<file path="config.mk">
export PLATFORM = sky130hd
export DESIGN_NAME = hazard_ctrl_flat
export DESIGN_NICKNAME = d
export VERILOG_FILES = /design/src/rtl/hazard_pkg.sv /design/src/rtl/hazard_ctrl_if.sv /design/src/rtl/hazard_perf_cnt.sv /design/src/rtl/hazard_ctrl.sv /design/src/flat_wrapper.sv
export SDC_FILE = /design/constraint.sdc
export NUM_CORES = 1
export LEC_CHECK = 0
export BUFFER_PORTS_ARGS = -buffer_cell sky130_fd_sc_hd__buf_2
export CELL_PAD_IN_SITES_DETAIL_PLACEMENT = 0
export CELL_PAD_IN_SITES_GLOBAL_PLACEMENT = 1
export CORE_UTILIZATION = 21
export CTS_CLUSTER_DIAMETER = 80
export CTS_CLUSTER_SIZE = 10
export DETAILED_ROUTE_END_ITERATION = 10
export GPL_TIMING_DRIVEN = 0
export PLACE_DENSITY_LB_ADDON = 0.05
export SYNTH_ARGS = -nofsm -noshare
export SYNTH_HDL_FRONTEND = slang
export SYNTH_HIERARCHICAL = 1
export SYNTH_SLANG_ARGS = --single-unit
</file>
<file path="constraint.sdc">
create_clock -name clk -period 1.5 [get_ports clk]
set_input_delay 0.225 -clock clk [delete_from_list [all_inputs] [get_ports clk]]
set_output_delay 0.225 -clock clk [all_outputs]
set_load 0.02 [all_outputs]
</file>
<file path="src/rtl/hazard_pkg.sv">
// hazard_pkg: shared types and helpers for the pipeline hazard sequencer.
//   hz_state_t  : sequencer FSM states (RUN, MEM_WAIT, ERROR)
//   MEM_NONE    : MEM-stage command encoding meaning "no data-memory access"
//   raw_hazard(): load-use (read-after-write on a load) detection between ID and EX
package hazard_pkg;

  typedef enum logic [1:0] {
    HZ_RUN      = 2'd0,
    HZ_MEM_WAIT = 2'd1,
    HZ_ERROR    = 2'd2
  } hz_state_t;

  // Matches the MEM_NONE encoding used by the core's system definitions.
  localparam logic [3:0] MEM_NONE = 4'h0;

  // x0 is hard-wired to zero, so a load targeting it never creates a dependency.
  function automatic logic raw_hazard(
    input logic [4:0] rs1,
    input logic [4:0] rs2,
    input logic       use_rs1,
    input logic       use_rs2,
    input logic [4:0] ex_rd,
    input logic       ex_is_load,
    input logic       ex_vld
  );
    logic dep;
    dep = (use_rs1 & (rs1 == ex_rd)) | (use_rs2 & (rs2 == ex_rd));
    return ex_vld & ex_is_load & (ex_rd != 5'd0) & dep;
  endfunction

endpackage

</file>
<file path="src/rtl/hazard_ctrl_if.sv">
// hazard_ctrl_if: bundle between the 5-stage pipeline and the hazard sequencer.
//   master : pipeline side, drives stage status (ID_*, ID_EX_*, EX_*, EX_MEM_*, DM_ready)
//            and receives stage controls (ST_*) and performance counters (PERF_*).
//   slave  : hazard sequencer side, the mirror image.
// Parameter CNT_W sets the performance counter width.
interface hazard_ctrl_if #(
  parameter int CNT_W = 32
);
  logic [4:0]       ID_rs1;
  logic [4:0]       ID_rs2;
  logic             ID_use_rs1;
  logic             ID_use_rs2;
  logic [4:0]       ID_EX_rd;
  logic             ID_EX_is_load;
  logic             ID_EX_vld;
  logic             EX_take_br;
  logic [3:0]       EX_MEM_mem_cmd;
  logic             EX_MEM_vld;
  logic             DM_ready;

  logic             ST_if_id_en;
  logic             ST_id_ex_en;
  logic             ST_ex_mem_en;
  logic             ST_mem_wb_en;
  logic             ST_br_stall;
  logic             ST_if_id_flush;
  logic             ST_id_ex_flush;
  logic             ST_err;
  logic [CNT_W-1:0] PERF_lu_cnt;
  logic [CNT_W-1:0] PERF_flush_cnt;
  logic [CNT_W-1:0] PERF_memw_cnt;

  modport master (
    output ID_rs1, ID_rs2, ID_use_rs1, ID_use_rs2,
    output ID_EX_rd, ID_EX_is_load, ID_EX_vld, EX_take_br,
    output EX_MEM_mem_cmd, EX_MEM_vld, DM_ready,
    input  ST_if_id_en, ST_id_ex_en, ST_ex_mem_en, ST_mem_wb_en,
    input  ST_br_stall, ST_if_id_flush, ST_id_ex_flush, ST_err,
    input  PERF_lu_cnt, PERF_flush_cnt, PERF_memw_cnt
  );

  modport slave (
    input  ID_rs1, ID_rs2, ID_use_rs1, ID_use_rs2,
    input  ID_EX_rd, ID_EX_is_load, ID_EX_vld, EX_take_br,
    input  EX_MEM_mem_cmd, EX_MEM_vld, DM_ready,
    output ST_if_id_en, ST_id_ex_en, ST_ex_mem_en, ST_mem_wb_en,
    output ST_br_stall, ST_if_id_flush, ST_id_ex_flush, ST_err,
    output PERF_lu_cnt, PERF_flush_cnt, PERF_memw_cnt
  );
endinterface

</file>
<file path="src/rtl/hazard_perf_cnt.sv">
// hazard_perf_cnt: single saturating event counter.
//   clk, rst : clock, asynchronous active-high reset (clears the count)
//   inc      : count one event this cycle
//   cnt      : current count, sticks at all-ones
module hazard_perf_cnt #(
  parameter int CNT_W = 32
) (
  input  logic             clk,
  input  logic             rst,
  input  logic             inc,
  output logic [CNT_W-1:0] cnt
);

  logic [CNT_W-1:0] cnt_q;
  logic [CNT_W-1:0] cnt_d;

  always_comb begin
    cnt_d = cnt_q;
    if (inc && (cnt_q != {CNT_W{1'b1}})) begin
      cnt_d = cnt_q + 1'b1;
    end
  end

  always_ff @(posedge clk or posedge rst) begin
    if (rst) begin
      cnt_q <= '0;
    end else begin
      cnt_q <= cnt_d;
    end
  end

  assign cnt = cnt_q;

endmodule

</file>
<file path="src/rtl/hazard_ctrl.sv">
// hazard_ctrl: central pipeline sequencer for the 5-stage core.
//   Resolves load-use stalls, taken-branch flushes and data-memory waits, with a
//   watchdog that latches ST_err when DM stays busy for MEM_TIMEOUT cycles.
// Ports:
//   clk  : core clock, rising edge
//   rst  : asynchronous active-high reset
//   hz   : hazard_ctrl_if.slave (stage status in, stage enables/flushes/PC hold,
//          sticky error and performance counters out)
// Parameters: MEM_TIMEOUT (>=2) watchdog limit, CNT_W perf counter width.
// Build option: define HAZARD_PERF_CNT_EN to instantiate the three saturating
//   performance counters; otherwise PERF_* are constant zero.
//
// state       | meaning
// HZ_RUN      | normal issue, branch/load-use rules apply
// HZ_MEM_WAIT | pipeline frozen on an outstanding DM access
// HZ_ERROR    | DM watchdog expired, pipeline held until reset
module hazard_ctrl
  import hazard_pkg::*;
#(
  parameter int MEM_TIMEOUT = 64,
  parameter int CNT_W       = 32
) (
  input logic         clk,
  input logic         rst,
  hazard_ctrl_if.slave hz
);

  localparam int WCNT_W = $clog2(MEM_TIMEOUT + 1);

  hz_state_t         state_q, state_d;
  logic [WCNT_W-1:0] wcnt_q, wcnt_d;

  logic mem_req;
  logic in_err;
  logic freeze;
  logic br_take;
  logic lu_stall;

  logic if_id_en, id_ex_en, ex_mem_en, mem_wb_en;
  logic br_stall, if_id_flush, id_ex_flush, err;

  assign mem_req = hz.EX_MEM_vld & (hz.EX_MEM_mem_cmd != MEM_NONE);
  assign in_err  = (state_q == HZ_ERROR);
  assign freeze  = ~in_err & mem_req & ~hz.DM_ready;
  assign br_take = ~in_err & ~freeze & hz.EX_take_br & hz.ID_EX_vld;
  // Branch outranks load-use: the dependent ID instruction is being flushed anyway.
  assign lu_stall = ~in_err & ~freeze & ~br_take &
                    raw_hazard(hz.ID_rs1, hz.ID_rs2, hz.ID_use_rs1, hz.ID_use_rs2,
                               hz.ID_EX_rd, hz.ID_EX_is_load, hz.ID_EX_vld);

  always_ff @(posedge clk or posedge rst) begin
    if (rst) begin
      state_q <= HZ_RUN;
      wcnt_q  <= '0;
    end else begin
      state_q <= state_d;
      wcnt_q  <= wcnt_d;
    end
  end

  // The wait count is the number of consecutive frozen cycles including this one;
  // the edge that completes the MEM_TIMEOUT-th frozen cycle enters ERROR.
  always_comb begin
    state_d = state_q;
    wcnt_d  = '0;
    case (state_q)
      HZ_RUN, HZ_MEM_WAIT: begin
        if (freeze) begin
          wcnt_d  = wcnt_q + 1'b1;
          state_d = (wcnt_d == WCNT_W'(MEM_TIMEOUT)) ? HZ_ERROR : HZ_MEM_WAIT;
        end else begin
          state_d = HZ_RUN;
        end
      end
      HZ_ERROR: state_d = HZ_ERROR;
      default:  state_d = HZ_RUN;
    endcase
  end

  always_comb begin
    if_id_en    = 1'b1;
    id_ex_en    = 1'b1;
    ex_mem_en   = 1'b1;
    mem_wb_en   = 1'b1;
    br_stall    = 1'b0;
    if_id_flush = 1'b0;
    id_ex_flush = 1'b0;
    err         = 1'b0;
    if (in_err || freeze) begin
      if_id_en  = 1'b0;
      id_ex_en  = 1'b0;
      ex_mem_en = 1'b0;
      mem_wb_en = 1'b0;
      br_stall  = 1'b1;
      err       = in_err;
    end else if (br_take) begin
      if_id_flush = 1'b1;
      id_ex_flush = 1'b1;
    end else if (lu_stall) begin
      // Hold IF/ID and PC, inject one bubble into ID/EX; the bubble clears
      // ID_EX_vld next cycle so the stall lasts exactly one cycle.
      if_id_en    = 1'b0;
      br_stall    = 1'b1;
      id_ex_flush = 1'b1;
    end
  end

  assign hz.ST_if_id_en    = if_id_en;
  assign hz.ST_id_ex_en    = id_ex_en;
  assign hz.ST_ex_mem_en   = ex_mem_en;
  assign hz.ST_mem_wb_en   = mem_wb_en;
  assign hz.ST_br_stall    = br_stall;
  assign hz.ST_if_id_flush = if_id_flush;
  assign hz.ST_id_ex_flush = id_ex_flush;
  assign hz.ST_err         = err;

`ifdef HAZARD_PERF_CNT_EN
  logic [CNT_W-1:0] lu_cnt, flush_cnt, memw_cnt;

  hazard_perf_cnt #(.CNT_W(CNT_W)) u_lu_cnt (
    .clk (clk), .rst (rst), .inc (lu_stall), .cnt (lu_cnt)
  );
  hazard_perf_cnt #(.CNT_W(CNT_W)) u_flush_cnt (
    .clk (clk), .rst (rst), .inc (br_take), .cnt (flush_cnt)
  );
  hazard_perf_cnt #(.CNT_W(CNT_W)) u_memw_cnt (
    .clk (clk), .rst (rst), .inc (freeze), .cnt (memw_cnt)
  );

  assign hz.PERF_lu_cnt    = lu_cnt;
  assign hz.PERF_flush_cnt = flush_cnt;
  assign hz.PERF_memw_cnt  = memw_cnt;
`else
  assign hz.PERF_lu_cnt    = '0;
  assign hz.PERF_flush_cnt = '0;
  assign hz.PERF_memw_cnt  = '0;
`endif

endmodule

</file>
<file path="src/flat_wrapper.sv">
// flat-port wrapper written by rule: the top's interface ports become plain ports
module hazard_ctrl_flat import hazard_pkg::*;
#(
  parameter int MEM_TIMEOUT = 64,
  parameter int CNT_W       = 32
)
  (clk, rst, hz_ID_rs1, hz_ID_rs2, hz_ID_use_rs1, hz_ID_use_rs2, hz_ID_EX_rd, hz_ID_EX_is_load, hz_ID_EX_vld, hz_EX_take_br, hz_EX_MEM_mem_cmd, hz_EX_MEM_vld, hz_DM_ready, hz_ST_if_id_en, hz_ST_id_ex_en, hz_ST_ex_mem_en, hz_ST_mem_wb_en, hz_ST_br_stall, hz_ST_if_id_flush, hz_ST_id_ex_flush, hz_ST_err, hz_PERF_lu_cnt, hz_PERF_flush_cnt, hz_PERF_memw_cnt);
  hazard_ctrl_if #(.CNT_W(CNT_W)) hz_i ();
  input logic clk;
  input logic rst;
  input wire logic [$bits(hz_i.ID_rs1)-1:0] hz_ID_rs1;
  input wire logic [$bits(hz_i.ID_rs2)-1:0] hz_ID_rs2;
  input wire logic [$bits(hz_i.ID_use_rs1)-1:0] hz_ID_use_rs1;
  input wire logic [$bits(hz_i.ID_use_rs2)-1:0] hz_ID_use_rs2;
  input wire logic [$bits(hz_i.ID_EX_rd)-1:0] hz_ID_EX_rd;
  input wire logic [$bits(hz_i.ID_EX_is_load)-1:0] hz_ID_EX_is_load;
  input wire logic [$bits(hz_i.ID_EX_vld)-1:0] hz_ID_EX_vld;
  input wire logic [$bits(hz_i.EX_take_br)-1:0] hz_EX_take_br;
  input wire logic [$bits(hz_i.EX_MEM_mem_cmd)-1:0] hz_EX_MEM_mem_cmd;
  input wire logic [$bits(hz_i.EX_MEM_vld)-1:0] hz_EX_MEM_vld;
  input wire logic [$bits(hz_i.DM_ready)-1:0] hz_DM_ready;
  output wire logic [$bits(hz_i.ST_if_id_en)-1:0] hz_ST_if_id_en;
  output wire logic [$bits(hz_i.ST_id_ex_en)-1:0] hz_ST_id_ex_en;
  output wire logic [$bits(hz_i.ST_ex_mem_en)-1:0] hz_ST_ex_mem_en;
  output wire logic [$bits(hz_i.ST_mem_wb_en)-1:0] hz_ST_mem_wb_en;
  output wire logic [$bits(hz_i.ST_br_stall)-1:0] hz_ST_br_stall;
  output wire logic [$bits(hz_i.ST_if_id_flush)-1:0] hz_ST_if_id_flush;
  output wire logic [$bits(hz_i.ST_id_ex_flush)-1:0] hz_ST_id_ex_flush;
  output wire logic [$bits(hz_i.ST_err)-1:0] hz_ST_err;
  output wire logic [$bits(hz_i.PERF_lu_cnt)-1:0] hz_PERF_lu_cnt;
  output wire logic [$bits(hz_i.PERF_flush_cnt)-1:0] hz_PERF_flush_cnt;
  output wire logic [$bits(hz_i.PERF_memw_cnt)-1:0] hz_PERF_memw_cnt;
  assign hz_i.ID_rs1 = hz_ID_rs1;
  assign hz_i.ID_rs2 = hz_ID_rs2;
  assign hz_i.ID_use_rs1 = hz_ID_use_rs1;
  assign hz_i.ID_use_rs2 = hz_ID_use_rs2;
  assign hz_i.ID_EX_rd = hz_ID_EX_rd;
  assign hz_i.ID_EX_is_load = hz_ID_EX_is_load;
  assign hz_i.ID_EX_vld = hz_ID_EX_vld;
  assign hz_i.EX_take_br = hz_EX_take_br;
  assign hz_i.EX_MEM_mem_cmd = hz_EX_MEM_mem_cmd;
  assign hz_i.EX_MEM_vld = hz_EX_MEM_vld;
  assign hz_i.DM_ready = hz_DM_ready;
  assign hz_ST_if_id_en = hz_i.ST_if_id_en;
  assign hz_ST_id_ex_en = hz_i.ST_id_ex_en;
  assign hz_ST_ex_mem_en = hz_i.ST_ex_mem_en;
  assign hz_ST_mem_wb_en = hz_i.ST_mem_wb_en;
  assign hz_ST_br_stall = hz_i.ST_br_stall;
  assign hz_ST_if_id_flush = hz_i.ST_if_id_flush;
  assign hz_ST_id_ex_flush = hz_i.ST_id_ex_flush;
  assign hz_ST_err = hz_i.ST_err;
  assign hz_PERF_lu_cnt = hz_i.PERF_lu_cnt;
  assign hz_PERF_flush_cnt = hz_i.PERF_flush_cnt;
  assign hz_PERF_memw_cnt = hz_i.PERF_memw_cnt;
  hazard_ctrl #(.MEM_TIMEOUT(MEM_TIMEOUT), .CNT_W(CNT_W)) u_core (.clk(clk), .rst(rst), .hz(hz_i));
endmodule
</file>
After elaboration in Yosys (flattened, before gate mapping)
Index checks and enable logic that the tools add are counted.
W data, S select, Z words.
- $add $sub $neg: 1
- reductions and logical operators: 5
- eq/ne operators: 5
- bitwise gates (word level): 18
- mux-type cells: 17
- operators by type and width (cell ; count):
    $mux W7 ; 2
    $and A1 B1 Y1 ; 13
    $mux W1 ; 12
    $eq A5 B5 Y1 ; 2
    $add A7 B1 Y7 const B ; 1
    $eq A7 B7 Y1 const B ; 1
    $reduce_bool A5 Y1 ; 1
    $mux W2 ; 2
    $not A1 Y1 ; 4
    $pmux W2 S2 ; 1
    $reduce_bool A4 Y1 ; 1
    $eq A2 B1 Y1 const B ; 1
    $eq A2 B2 Y1 const B ; 1
    $logic_not A2 Y1 ; 1
    $reduce_or A2 Y1 ; 1
    $logic_or A1 B1 Y1 ; 1
    $or A1 B1 Y1 ; 1
- output and inout port bits: 104
- register bits: 9
- logic and storage cells: 48
- input bits: 28

Depth between registers and ports, before layout
Gate-level depths: netlist of run 1.
- word-level depth: 14
- gate-level depth with buffers: 4
- mapped depth without buffers: 4

Worst setup path before layout of run 1
No wires, ideal clock.
- kind: input -> output
- from: input hz_EX_MEM_mem_cmd[1]
- to: output hz_ST_id_ex_flush
- cell stages on the path: 4
- setup slack: -311 ps
- data required time: 1275 ps
- path buffers: 0
- arrival: 1586 ps
- path through: or4_4 -> a31oi_4 -> nand2_2 -> o31ai_2
- word-level cells in the longest chain between the ends: 14
- elaborated cells on any way between the ends: 15
- classes of those cells: mux: 3; bitwise: 10; reduce/logical: 2
- ends and longest elaborated chain (element ; RTL line ; text):
    start, declared ; flat_wrapper.sv:19 ; input wire logic [$bits(hz_i.EX_MEM_mem_cmd)-1:0] hz_EX_MEM_mem_cmd;
    $reduce_bool A4 Y1 (*) ; hazard_ctrl.sv:42 ; assign mem_req = hz.EX_MEM_vld & (hz.EX_MEM_mem_cmd != MEM_NONE);
    $and A1 B1 Y1 (*) ; hazard_ctrl.sv:42 ;
    $and A1 B1 Y1 (*) (2 in a row) ; hazard_ctrl.sv:44 ; assign freeze = ~in_err & mem_req & ~hz.DM_ready;
    $not A1 Y1 ; hazard_ctrl.sv:45, hazard_ctrl.sv:47 ;
    $and A1 B1 Y1 ; hazard_ctrl.sv:45, hazard_ctrl.sv:47 ;
    $and A1 B1 Y1 (2 in a row) ; hazard_ctrl.sv:45 ; assign br_take = ~in_err & ~freeze & hz.EX_take_br & hz.ID_EX_vld;
    $not A1 Y1 ; hazard_ctrl.sv:47 ; assign lu_stall = ~in_err & ~freeze & ~br_take &
    $and A1 B1 Y1 (2 in a row) ; hazard_ctrl.sv:47 ;
    $mux W1 ; hazard_ctrl.sv:99 ; end else if (lu_stall) begin
    $mux W1 ; hazard_ctrl.sv:96 ; end else if (br_take) begin
    $mux W1 (*) ; hazard_ctrl.sv:89 ; if (in_err || freeze) begin
    end, declared ; flat_wrapper.sv:28 ; output wire logic [$bits(hz_i.ST_id_ex_flush)-1:0] hz_ST_id_ex_flush;
Every way passes the cells marked *; elsewhere a longest branch is shown, timed or not.

Final worst setup path of run 1
- from: input hz_EX_MEM_mem_cmd[2]
- to: output hz_ST_id_ex_flush
Same word-level chain as after synthesis.

==> summary.md, run 1 <==
| Metric | Value |
|---|---|
| Clock Skew | `0.003485 ns` |
| Ratio of cells with drive above 1 in the final layout | `0.5000` |
| Fin nets | `around 330` |
| Primary FF master, synth | `dfrtp_1` |
| Setup crit end kind | `primary output` |
| Post-synthesis simple-gate area fraction | `0.1149` |
| Flops & latches, synth | `9` |
| EDFF count, synth | `0` |
| Clk pin slew, worst setup/hold paths | `0.04 ns` |
| Final max-slew violation count | `0` |
| Commonest cells after routing, fill and taps aside | `98 x buf_4, 96 x conb_1, 22 x buf_2, 16 x buf_6` |
| Post-Syn Instances | `166` |
| Max-cap violations | `0` |
| Yosys cell types | `31` |
| # port buffers | `35` |
| Hold Fails Final Rpt | `0` |
| Max FO, Critical Path | `4` |
| I/O pin count | `132` |
| Hpwl dp | `2482 um` |
| R2R Setup Slk | `0.15 ns` |
| WS Path Type | `in2out` |
| Via count | `~1.1k` |
| XOR/XNOR Fraction of Synth Area | `0.08933` |
| Net switching power | `0.4347 mW` |
| Critical path arrival | `1.51 ns` |
| Synth Area in Adders | `0.009116` |
| Worst VDD drop | `0.3925 mV` |
| Setup crit start kind | `primary input` |
| Largest stage delay, worst path | `0.55 ns` |
| CP dominant cell by count | `buf_6` |
| Post-Syn Area | `0.001373 mm^2` |
| Routed WL per cell | `between 7 and 8 um` |
| CP Buf/Inv Count | `2` |
| Total Wirelength | `about 2800 um` |
| Area delta synth->final | `62.53%` |
| Crit-path slowest cell | `or4_4` |
| Final ANT Viol Nets | `0` |
| Violated checks | `negative setup slack` |
| Crit share post-route | `1.156` |
| Minimum hold slack | `just over 0.4 ns` |
| Async S/R FF share, synth | `1.000` |
| Placed insts | `373` |
| Number of antenna violations at the first check in global routing | `0` |
| Commonest non-fill, non-tap cell in the layout | `buf_4` |
| Die Width | `82.85 um` |
| Synthesis Warnings | `6` |
| Final TNS setup | `-1.116 ns` |
| Largest net degree at the start of global routing | `10` |
| # diodes | `0` |
| Clk pwr share | `0.250` |
| CTS Buffer Depth | `2` |
| All-layer global routing usage | `0.07632` |
| HP Class | `in2reg` |
| Final GP Congestion | `0.7061` |
| Largest family of logic cells by synthesized area | `buffers and inverters` |
| Critical path required time | `1.27 ns` |
| Core Util, Final | `0.3533` |
| Sequential share of the synthesized area | `0.1641` |
| Switching part of the total | `0.3833` |
| Final min period | `1.734 ns` |
| # clock sinks | `9` |
| Grt total ovfl | `0` |
| Vias per cell | `around 2.9` |
| P_leak | `1.332 nW` |
| Unrepaired setup endpoints after global routing | `yes` |
| Delay-heaviest family, CP | `simple AND/OR/NAND/NOR gates` |
| P per Cell Area | `roughly 510 mW/mm^2` |
| Layout Cells excl Fill | `381` |
| Clk Latency, worst-skew pair | `0.23 ns` |
| CTS root buffer | `clkbuf_8` |
| DRC viols | `0` |
| H-Tree Depth | `1` |
| Run status | `finished with violations` |
| FILL cells | `700` |
| Cells along the critical path | `buf_6, or4_4, a31oi_4, nand2_2, o31ai_4, buf_6` |
| Die area | `0.006863 mm^2` |
| Row cnt | `29` |
| Initial Util | `0.2174` |
| Comb power frac | `0.527` |
| Fraction of synthesized area in multiplexers | `0` |
| Total CTS buffers | `3` |
| Compound-Gate Fraction of Synth Area | `0.07293` |
| Mean post-synth cell area | `roughly 8.3 um^2` |
| Final setup violating endpoints | `7` |
| Core area | `about 0.0063 mm^2` |
| Number of global-route vias before repair | `881` |
| Sequential Power Share | `0.223` |
| Setup ws final | `-0.2343 ns` |
| Die Span Y | `82.85 um` |
| TritonCTS clock tree | `done` |
| 1st-iter DRT viols | `11` |
| First-pass GRT wire length | `4257 um` |
| F_max | `576.6 MHz` |
| Drt first pass iters | `4` |
| Int Pwr | `about 0.7 mW` |
-- cell usage after synthesis (2+ instances only) --
| cell | n | share of area |
|---|---|---|
| a21oi_1 | 2 | 0.0073 |
| dfrtp_1 | 9 | 0.16 |
| buf_4 | 98 | 0.54 |
| o21ai_0 | 3 | 0.011 |
| nand3_1 | 4 | 0.015 |
| nor4_1 | 3 | 0.014 |
| or3_1 | 2 | 0.0091 |
| nor2_1 | 6 | 0.016 |
| xor2_1 | 10 | 0.064 |
| xnor2_1 | 4 | 0.026 |
| inv_1 | 4 | 0.011 |
| nand2_1 | 2 | 0.0055 |
-- stage by stage --
stage | total power [mW] | setup slack (ns) | cell area (um^2)
2_1_floorplan | 0.7295 | -0.1868 | 1738
3_3_place_gp | 0.7956 | -0.3386 | 2009
3_5_place_dp | 0.7964 | -0.3471 | 2009
4_1_cts | 1.122 | -0.2692 | 2158
5_1_grt | 1.207 | -0.2666 | 2231
6_report | 1.134 | -0.2343 | 2231
-- timing repair --
item	4_1_cts	5_1_grt
endpoints found under the setup margin	7	9
cloned	0	0
gates resized for setup	17	17
hold buffers	1	0
pin swaps	10	7
hold endpoints to repair	9	0
buffers inserted	3	0
-- kinds of logic (layout without fill, tap and decap cells) --
kind of cell	Yosys count	after routing
other cells	1	96
xor+xnor	14	14
compound gates	12	12
buf+inv	102	145
simple gates	27	27
flops	9	9
fa+ha+maj	1	1
-- worst reg2reg max path: stages, from the launching register on --
cell and delay [ns]:
dfrtp_1 0.45, a2111oi_4 0.38, a31oi_1 0.10, nor4_1 0.24
or2_1 0.13
-- per-layer routing --
layer | wire length, um | track usage
met5 | 0 | 0
met4 | 12 | 0.01411
met3 | 317 | 0.03678
met2 | 1586 | 0.1423
met1 | 917 | 0.07692
-- registers in the layout (all words and copies together) (netlist names) --
name            flops
u_core/state_q      2
u_core/wcnt_q       7
-- path summary, 6_finish.rpt --
check	start	to	cells after the start
worst min-delay path	hz_EX_MEM_vld	u_core/wcnt_q[1]$_DFF_PP0_	3
max in group asynchronous	rst	u_core/wcnt_q[4]$_DFF_PP0_	3
worst max register to register	u_core/wcnt_q[0]$_DFF_PP0_	u_core/state_q[1]$_DFF_PP0_	4
worst max-delay path	hz_EX_MEM_mem_cmd[2]	hz_ST_id_ex_flush	6
worst min register to register	u_core/wcnt_q[6]$_DFF_PP0_	u_core/wcnt_q[6]$_DFF_PP0_	2
min in group asynchronous	rst	u_core/wcnt_q[6]$_DFF_PP0_	3
-- power groups by stage --
stage / logic, mW / registers (mW) / clock network (mW)
final: 0.597 / 0.253 / 0.284
after global routing: 0.639 / 0.253 / 0.315
after CTS: 0.571 / 0.251 / 0.299
after detailed placement: 0.541 / 0.255 / 0
after global placement: 0.541 / 0.255 / 0
after floorplan: 0.475 / 0.254 / 0
-- layout make-up --
class / instances / area (um^2) / share of cell area
clock buffer: 4 / 45.04 / 0.02019
inverter: 4 / 15.01 / 0.006730
tap: 77 / 96.34 / 0.04319
timing repair buffer: 39 / 292.8 / 0.1312
buffer: 98 / 743.2 / 0.3331
multi-input combinational: 150 / 813.3 / 0.3646
sequential: 9 / 225.2 / 0.1010
No activity file was read; power rests on OpenSTA's default activity.
==> run 2: changes to the inputs <==
- ABC_AREA: unset -> 1
- CORE_UTILIZATION: 21 -> 22
==> run 2 against run 1 <==
Against the previous run: the run ends with design-rule violations, negative setup slack left; clock-buffer cell count did not move; wire length grew 5.7%; first-iteration DRC count rose to 3.7 times the previous value; critical path depth rose by 2; sequential cell count unchanged; final cell count increased by 15%; setup slack improved by 0.20 ns; fmax increased by 13%; critical endpoint unchanged; highest routed layer is now met3.
==> summary.md, run 2 <==
| Metric | Value |
|---|---|
| Core Util, Final | `0.3479 (was 0.3533)` |
| Die area | `0.007153 mm^2 (was 0.006863 mm^2)` |
| Wire length on met1 | `1139 um (was 917 um)` |
| EDFF count, synth | `0 (unchanged)` |
| Violated checks | `design-rule violations, negative setup slack (was negative setup slack)` |
| CTS root buffer | `clkbuf_8 (unchanged)` |
| Int Pwr | `0.6411 mW (was 0.6995 mW)` |
| Most frequent cell after synthesis | `buf_4 (unchanged)` |
| Hpwl dp | `2737 um (was 2482 um)` |
| Setup crit start kind | `flop (was primary input)` |
| Sequential Power Share | `0.234 (was 0.223)` |
| Setup ws final | `-0.03191 ns (was -0.2343 ns)` |
| Yosys cell types | `21 (was 31)` |
| Cells along the critical path | `nor2_4, inv_4, nand3_4, nand2_4, inv_4, nand3_2, nand2_1, buf_6 (was buf_6, or4_4, a31oi_4, nand2_2, o31ai_4, buf_6)` |
| Unrepaired setup endpoints after global routing | `yes (unchanged)` |
| Final setup violating endpoints | `2 (was 7)` |
| Max reg flops | `7 (unchanged)` |
| Drt first pass iters | `10 (was 4)` |
| Final max-slew violation count | `0 (unchanged)` |
| Row cnt | `29 (unchanged)` |
| Total Wirelength | `2995 um (was 2834 um)` |
| Total CTS buffers | `3 (unchanged)` |
| Post-synthesis simple-gate area fraction | `0.2527 (was 0.1149)` |
| Hold Fails Final Rpt | `0 (unchanged)` |
| Final min period | `1.532 ns (was 1.734 ns)` |
| Post-Syn Instances | `227 (was 166)` |
| Yosys top cell by area | `buf_4 (unchanged)` |
| Net switching power | `0.3974 mW (was 0.4347 mW)` |
| Die Span Y | `84.58 um (was 82.85 um)` |
| # port buffers | `35 (unchanged)` |
| Worst VDD drop | `0.3485 mV (was 0.3925 mV)` |
| Delay-heaviest family, CP | `simple AND/OR/NAND/NOR gates (unchanged)` |
| Largest stage delay, worst path | `0.38 ns (was 0.55 ns)` |
| Commonest non-fill, non-tap cell in the layout | `buf_4 (unchanged)` |
| Final ANT Viol Nets | `0 (unchanged)` |
| XOR/XNOR Fraction of Synth Area | `0.005838 (was 0.08933)` |
| Ratio of cells with drive above 1 in the final layout | `0.4242 (was 0.5000)` |
| Flops & latches, synth | `9 (unchanged)` |
| Number of antenna violations at the first check in global routing | `0 (unchanged)` |
| Setup crit end kind | `primary output (unchanged)` |
| Async S/R FF share, synth | `1.000 (unchanged)` |
| P_leak | `1.467 nW (was 1.332 nW)` |
| Crit share post-route | `1.021 (was 1.156)` |
| Largest net degree at the start of global routing | `10 (unchanged)` |
| I/O pin count | `132 (unchanged)` |
| Sequential share of the synthesized area | `0.1501 (was 0.1641)` |
| First-pass GRT wire length | `4429 um (was 4257 um)` |
| Area contributors post-synth | `buf_4 49%, dfrtp_1 15%, nand2_1 12%, inv_1 6.0%, nor2_1 5.0% (was buf_4 54%, dfrtp_1 16%, xor2_1 6.4%, xnor2_1 2.6%, nor2_1 1.6%)` |
| # diodes | `0 (unchanged)` |
| Top layer in use | `met3 (was met4)` |
| All-layer global routing usage | `0.07492 (was 0.07632)` |
| H-Tree Depth | `1 (unchanged)` |
| CTS Buffer Depth | `2 (unchanged)` |
| Max-cap violations | `0 (unchanged)` |
| Clock Skew | `0.01072 ns (was 0.003485 ns)` |
| Primary FF master, synth | `dfrtp_1 (unchanged)` |
| WS Path Type | `reg2out (was in2out)` |
| Layout Cells excl Fill | `440 (was 381)` |
| Via count | `1303 (was 1116)` |
| Switching part of the total | `0.3827 (was 0.3833)` |
| Number of global-route vias before repair | `1022 (was 881)` |
| Largest regs | `u_core/wcnt_q (7), u_core/state_q (2) (unchanged)` |
| Run status | `finished with violations (unchanged)` |
| Initial Util | `0.2323 (was 0.2174)` |
| Commonest cells after routing, fill and taps aside | `100 x buf_4, 96 x conb_1, 48 x nand2_1, 29 x buf_2, 22 x inv_1 (was 98 x buf_4, 96 x conb_1, 22 x buf_2, 16 x buf_6)` |
| Final GP Congestion | `0.6803 (was 0.7061)` |
| Fin nets | `393 (was 334)` |
| Comb power frac | `0.490 (was 0.527)` |
| Clk pin slew, worst setup/hold paths | `0.05 ns (was 0.04 ns)` |
| Grt total ovfl | `0 (unchanged)` |
| CP Buf/Inv Count | `3 (was 2)` |
| Top cells by count, synth | `98 x buf_4, 48 x nand2_1, 24 x inv_1 (was 98 x buf_4, 10 x xor2_1, 9 x dfrtp_1)` |
| Crit-path slowest cell | `dfrtp_1 (was or4_4)` |
| Fraction of synthesized area in multiplexers | `0 (unchanged)` |
| Post-Syn Area | `0.001500 mm^2 (was 0.001373 mm^2)` |
| Synthesis Warnings | `6 (unchanged)` |
| Clk Latency, worst-skew pair | `0.24 ns (was 0.23 ns)` |
| R2R Setup Slk | `0.19 ns (was 0.15 ns)` |
| Met2 Wirelength | `1576 um (was 1586 um)` |
| Minimum hold slack | `0.4983 ns (was 0.4129 ns)` |
| CP dominant cell by count | `inv_4 (was buf_6)` |
| F_max | `652.8 MHz (was 576.6 MHz)` |
| 1st-iter DRT viols | `41 (was 11)` |
| Largest Register | `u_core/wcnt_q (unchanged)` |
| Max FO, Critical Path | `5 (was 4)` |
| Die Width | `84.58 um (was 82.85 um)` |
| Clk pwr share | `0.276 (was 0.250)` |
| Vias per cell | `2.961 (was 2.929)` |
| DRC viols | `9 (was 0)` |
| Synth Area in Adders | `0.008340 (was 0.009116)` |
| Largest family of logic cells by synthesized area | `buffers and inverters (unchanged)` |
| # clock sinks | `9 (unchanged)` |
| TritonCTS clock tree | `done (unchanged)` |
| Mean post-synth cell area | `6.609 um^2 (was 8.268 um^2)` |
| Met3 Wirelength | `280 um (was 317 um)` |
| Placed insts | `434 (was 373)` |
| Post-synth top area share | `0.4904 (was 0.5360)` |
| P per Cell Area | `462.1 mW/mm^2 (was 508.4 mW/mm^2)` |
| Critical path required time | `1.27 ns (about the same)` |
| Compound-Gate Fraction of Synth Area | `0.02085 (was 0.07293)` |
| Core area | `0.006459 mm^2 (was 0.006314 mm^2)` |
| Routed WL per cell | `6.807 um (was 7.438 um)` |
| Critical path arrival | `1.31 ns (was 1.51 ns)` |
| HP Class | `reg2reg (was in2reg)` |
| FILL cells | `730 (was 700)` |
| Worst slack, placed | `0.1352 ns (was -0.3471 ns)` |
| Area delta synth->final | `49.79% (was 62.53%)` |
run 2: cell count changes in the layout (fill, tap and decap cells not counted), moves of 4 or more:
cell     previous run  this run
nand2_1             2        48
xor2_1              9         1
nor2_2              0         4
inv_1               3        22
buf_6              16         5
nor2_1              6        19
xnor2_1             4         0
buf_2              22        29
run 2: final cells by class:
cell class	count	area (um^2)	area share
buffer	98	735.7	0.3274
clock buffer	4	45.04	0.02004
inverter	27	106.4	0.04733
multi-input combinational	188	812.0	0.3614
sequential	9	225.2	0.1002
tap	77	96.34	0.04287
timing repair buffer	37	226.5	0.1008
run 2: cells by family after synthesis:
group / after synthesis
XOR/XNOR: 1
adder cells (fa/ha/maj): 1
buffers and inverters: 125
flip-flops: 9
other: 1
AND/OR/NAND/NOR: 85
AO/OA/AOI/OAI: 5
run 2: stage by stage:
step | cell area [um^2] | power, mW | setup TNS [ns]
finish | 2247 | 1.039 | -0.05526
global route | 2247 | 1.098 | -0.5715
CTS | 2231 | 1.032 | -0.2343
detailed placement | 2128 | 0.7424 | 0
global placement | 2128 | 0.7416 | 0
floorplan | 1857 | 0.6914 | 0
run 2: worst paths after layout:
check	startpoint	to	cells past startpoint
worst min register to register	u_core/wcnt_q[0]$_DFF_PP0_	u_core/wcnt_q[0]$_DFF_PP0_	1
min in group asynchronous	rst	u_core/wcnt_q[1]$_DFF_PP0_	3
worst max-delay path	u_core/state_q[0]$_DFF_PP0_	hz_ST_id_ex_flush	8
worst min-delay path	u_core/wcnt_q[0]$_DFF_PP0_	u_core/wcnt_q[0]$_DFF_PP0_	1
worst max register to register	u_core/wcnt_q[0]$_DFF_PP0_	u_core/state_q[1]$_DFF_PP0_	8
max in group asynchronous	rst	u_core/state_q[0]$_DFF_PP0_	3
run 2: what timing repair did:
action,in CTS,in global routing
gates resized for setup,12,6
hold buffers,1,0
setup endpoints to repair,6,7
endpoints found under the hold margin,9,0
setup buffers,1,0
pin swaps,6,4
run 2: power by group through the flow:
stage	Sequential (mW)	Clock [mW]	Combinational [mW]
2_1_floorplan	0.247	0	0.444
3_3_place_gp	0.247	0	0.494
3_5_place_dp	0.247	0	0.495
4_1_cts	0.243	0.290	0.499
5_1_grt	0.243	0.307	0.548
6_report	0.243	0.286	0.509
run 2: worst reg2reg max path: stages, from the launching register on:
cell and delay [ns]:
dfrtp_1 0.41, ha_1 0.25, nand2_1 0.10, nor2_1 0.05
nand2_1 0.08, nand3b_2 0.08, nor2_2 0.11, nand3_1 0.09
nand2_1 0.06
run 2: metal layers:
metal  vias to the layer above  global-route usage
li1                        748                   -
met1                       496             0.08437
met2                        59              0.1456
met3                         0             0.01770
met4                         0            0.009245
met5                         -                   0
==> run 3: changes to the inputs <==
- CORE_UTILIZATION: 22 -> 21
- SYNTH_HIERARCHICAL: 1 -> unset
==> run 3 against run 2 <==
Against the previous run: the run ends with negative setup slack left; clock power about the same; sequential share of layout area decreased by 0.28 points; critical path depth unchanged; utilization decreased by 0.95 points; combinational power about the same; wire length increased by 6.2%; final cell count increased by 5.2%; via count increased by 3.4%; clock skew decreased by 0.010 ns; register-to-register slack about the same; highest routed layer is now met4.
==> summary.md, run 3 <==
| Metric | Value |
|---|---|
| Run status | `finished with violations (unchanged)` |
| Violated checks | `negative setup slack (was design-rule violations, negative setup slack)` |
| Clk Latency, worst-skew pair | `0.23 ns (was 0.24 ns)` |
| Number of global-route vias before repair | `1063 (was 1022)` |
| Total Wirelength | `3182 um (was 2995 um)` |
| Met3 Use GR | `0.01251 (was 0.01770)` |
| # clock sinks | `9 (unchanged)` |
| Via count | `1347 (was 1303)` |
| Drt first pass iters | `5 (was 10)` |
| CP Buf/Inv Count | `2 (was 3)` |
| Crit share post-route | `1.029 (was 1.021)` |
| Setup crit end kind | `primary output (unchanged)` |
| Post-synth top area share | `0.4949 (was 0.4904)` |
| Synthesis Warnings | `0 (was 6)` |
| Initial Util | `0.2176 (was 0.2323)` |
| Area delta synth->final | `55.56% (was 49.79%)` |
| P_leak | `1.503 nW (was 1.467 nW)` |
| Mean post-synth cell area | `6.548 um^2 (was 6.609 um^2)` |
| Total CTS buffers | `3 (unchanged)` |
| Final ANT Viol Nets | `0 (unchanged)` |
| Grt peak-use layer | `met2 (unchanged)` |
| Max FO, Critical Path | `3 (was 5)` |
| Final setup violating endpoints | `5 (was 2)` |
| Most frequent cell after synthesis | `buf_4 (unchanged)` |
| Fin nets | `397 (was 393)` |
| Clock Skew | `0.0003646 ns (was 0.01072 ns)` |
| Post-Syn Area | `0.001486 mm^2 (was 0.001500 mm^2)` |
| P per Cell Area | `449.2 mW/mm^2 (was 462.1 mW/mm^2)` |
| Routed WL per cell | `6.873 um (was 6.807 um)` |
| 1st-iter DRT viols | `18 (was 41)` |
| Sequential share of the synthesized area | `0.1515 (was 0.1501)` |
| TritonCTS clock tree | `done (unchanged)` |
| CTS root buffer | `clkbuf_8 (unchanged)` |
| Largest Register | `u_core.wcnt_q (was u_core/wcnt_q)` |
| HP Class | `reg2reg (unchanged)` |
| Die Span Y | `86.13 um (was 84.58 um)` |
| Delay-heaviest family, CP | `simple AND/OR/NAND/NOR gates (unchanged)` |
| Max-cap violations | `0 (unchanged)` |
| Largest net degree at the start of global routing | `10 (unchanged)` |
| Worst VDD drop | `0.3099 mV (was 0.3485 mV)` |
| Ratio of cells with drive above 1 in the final layout | `0.4360 (was 0.4242)` |
| Commonest non-fill, non-tap cell in the layout | `buf_4 (unchanged)` |
| WS Path Type | `reg2out (unchanged)` |
| First-pass GRT wire length | `4678 um (was 4429 um)` |
| Largest regs | `u_core.wcnt_q (7), u_core.state_q (2) (was u_core/wcnt_q (7), u_core/state_q (2))` |
| All-layer global routing usage | `0.07889 (was 0.07492)` |
| Largest stage delay, worst path | `0.39 ns (was 0.38 ns)` |
| Core area | `0.006832 mm^2 (was 0.006459 mm^2)` |
| Die Width | `86.13 um (was 84.58 um)` |
| Number of antenna violations at the first check in global routing | `0 (unchanged)` |
| Final GP Congestion | `0.7332 (was 0.6803)` |
| Post-Syn Instances | `227 (unchanged)` |
| Commonest cells after routing, fill and taps aside | `104 x buf_4, 96 x conb_1, 44 x nand2_1, 29 x buf_2, 23 x inv_1 (was 100 x buf_4, 96 x conb_1, 48 x nand2_1, 29 x buf_2, 22 x inv_1)` |
| H-Tree Depth | `1 (unchanged)` |
| Final min period | `1.544 ns (was 1.532 ns)` |
| Max reg flops | `7 (unchanged)` |
| Setup ws final | `-0.04413 ns (was -0.03191 ns)` |
| Minimum hold slack | `0.4921 ns (was 0.4983 ns)` |
| Vias per cell | `2.909 (was 2.961)` |
| # port buffers | `35 (unchanged)` |
| Crit-path slowest cell | `dfrtp_1 (unchanged)` |
| Critical path required time | `1.27 ns (about the same)` |
| I/O pin count | `132 (unchanged)` |
| Cells along the critical path | `nor2_4, inv_4, nand3_4, nand2_4, nor2_4, nand2_2, nand2_2, buf_6 (was nor2_4, inv_4, nand3_4, nand2_4, inv_4, nand3_2, nand2_1, buf_6)` |
| Async S/R FF share, synth | `1.000 (unchanged)` |
| F_max | `647.6 MHz (was 652.8 MHz)` |
| Area contributors post-synth | `buf_4 49%, dfrtp_1 15%, nand2_1 12%, inv_1 6.3%, nor2_1 5.1% (was buf_4 49%, dfrtp_1 15%, nand2_1 12%, inv_1 6.0%, nor2_1 5.0%)` |
| Setup crit start kind | `flop (unchanged)` |
| # diodes | `0 (unchanged)` |
| Critical path arrival | `1.32 ns (was 1.31 ns)` |
| Tot Pwr | `1.039 mW (about the same)` |
| Clk pin slew, worst setup/hold paths | `0.05 ns (about the same)` |
| Unrepaired setup endpoints after global routing | `yes (unchanged)` |
| Global routing usage on met1 | `0.08391 (was 0.08437)` |
| Hold Fails Final Rpt | `0 (unchanged)` |
| Hpwl dp | `2868 um (was 2737 um)` |
| Yosys cell types | `19 (was 21)` |
| Grt total ovfl | `0 (unchanged)` |
| Primary FF master, synth | `dfrtp_1 (unchanged)` |
| Top cells by count, synth | `98 x buf_4, 48 x nand2_1, 25 x inv_1 (was 98 x buf_4, 48 x nand2_1, 24 x inv_1)` |
| DRC viols | `0 (was 9)` |
| EDFF count, synth | `0 (unchanged)` |
| Met2 Usage GRT | `0.1573 (was 0.1456)` |
| Row cnt | `30 (was 29)` |
| Final max-slew violation count | `0 (unchanged)` |
| Die area | `0.007418 mm^2 (was 0.007153 mm^2)` |
| Yosys top cell by area | `buf_4 (unchanged)` |
| CTS Buffer Depth | `2 (unchanged)` |
| Flops & latches, synth | `9 (unchanged)` |
[run 3: changes by cell type after synthesis, sizes merged]
cell	before	now
nand3b	1	0
inv	27	28
nor2	24	23
nand3	8	9
xor2	1	0
nor3	1	2
xnor2	0	1
nor3b	1	0
[run 3: area by class of cell]
cell class	instances	area (um^2)
flip-flops and latches	9	225.2
repair buffers	41	256.5
fillers	784	4519
inverters	28	110.1
clock buffers	4	45.04
plain buffers	98	735.7
multi-input cells	187	819.5
well taps	96	120.1
[run 3: metrics by stage]
step           setup TNS [ns]  worst slack [ns]  utilization  std cells  area (um^2)
2_1_floorplan               0           0.07653            -        322         1843
6_report              -0.1070          -0.04413       0.3385        463         2312
5_1_grt               -0.4621           -0.1153       0.3385        463         2312
4_1_cts               -0.2268          -0.05859       0.3311        462         2262
3_3_place_gp                0           0.09300       0.3130        453         2138
3_5_place_dp                0           0.07063       0.3130        453         2138
[run 3: worst paths after layout]
path	startpoint	endpoint	slack [ns]	cells after the start
max in group asynchronous	rst	u_core.state_q[1]$_DFF_PP0_	0.73	3
max reg2reg	u_core.wcnt_q[0]$_DFF_PP0_	u_core.state_q[1]$_DFF_PP0_	0.19	8
min reg2reg	u_core.wcnt_q[0]$_DFF_PP0_	u_core.wcnt_q[0]$_DFF_PP0_	0.49	1
max	u_core.state_q[0]$_DFF_PP0_	hz_ST_id_ex_flush	-0.04	8
min in group asynchronous	rst	u_core.wcnt_q[5]$_DFF_PP0_	0.51	3
min	u_core.wcnt_q[0]$_DFF_PP0_	u_core.wcnt_q[0]$_DFF_PP0_	0.49	1
[run 3: power breakdown]
group	switching, mW	total, mW	internal [mW]	leakage (nW)
Sequential	0	0.244	0.244	0.121
Combinational	0.299	0.511	0.212	1.36
Clock	0.0990	0.284	0.185	0.0228
[run 3: timing repair]
action,CTS,global route
setup endpoints to repair,7,7
pin swaps,7,6
hold buffers,1,0
resized for setup,13,12
setup buffers,4,1
endpoints found under the hold margin,9,0
[run 3: layer usage]
| layer | part of all wire | up-vias |
|---|---|---|
| li1 | - | 756 |
| met1 | 0.37 | 537 |
| met2 | 0.55 | 52 |
| met3 | 0.074 | 2 |
| met4 | 0.0044 | 0 |
| met5 | 0 | - |
[run 3: cell families after synthesis]
group	Yosys count	share of synthesized area
simple gates	84	0.2449
xor+xnor	1	0.005893
other cells	1	0.002523
flops	9	0.1515
fa+ha+maj	1	0.008416
compound gates	5	0.02104
buf+inv	126	0.5657
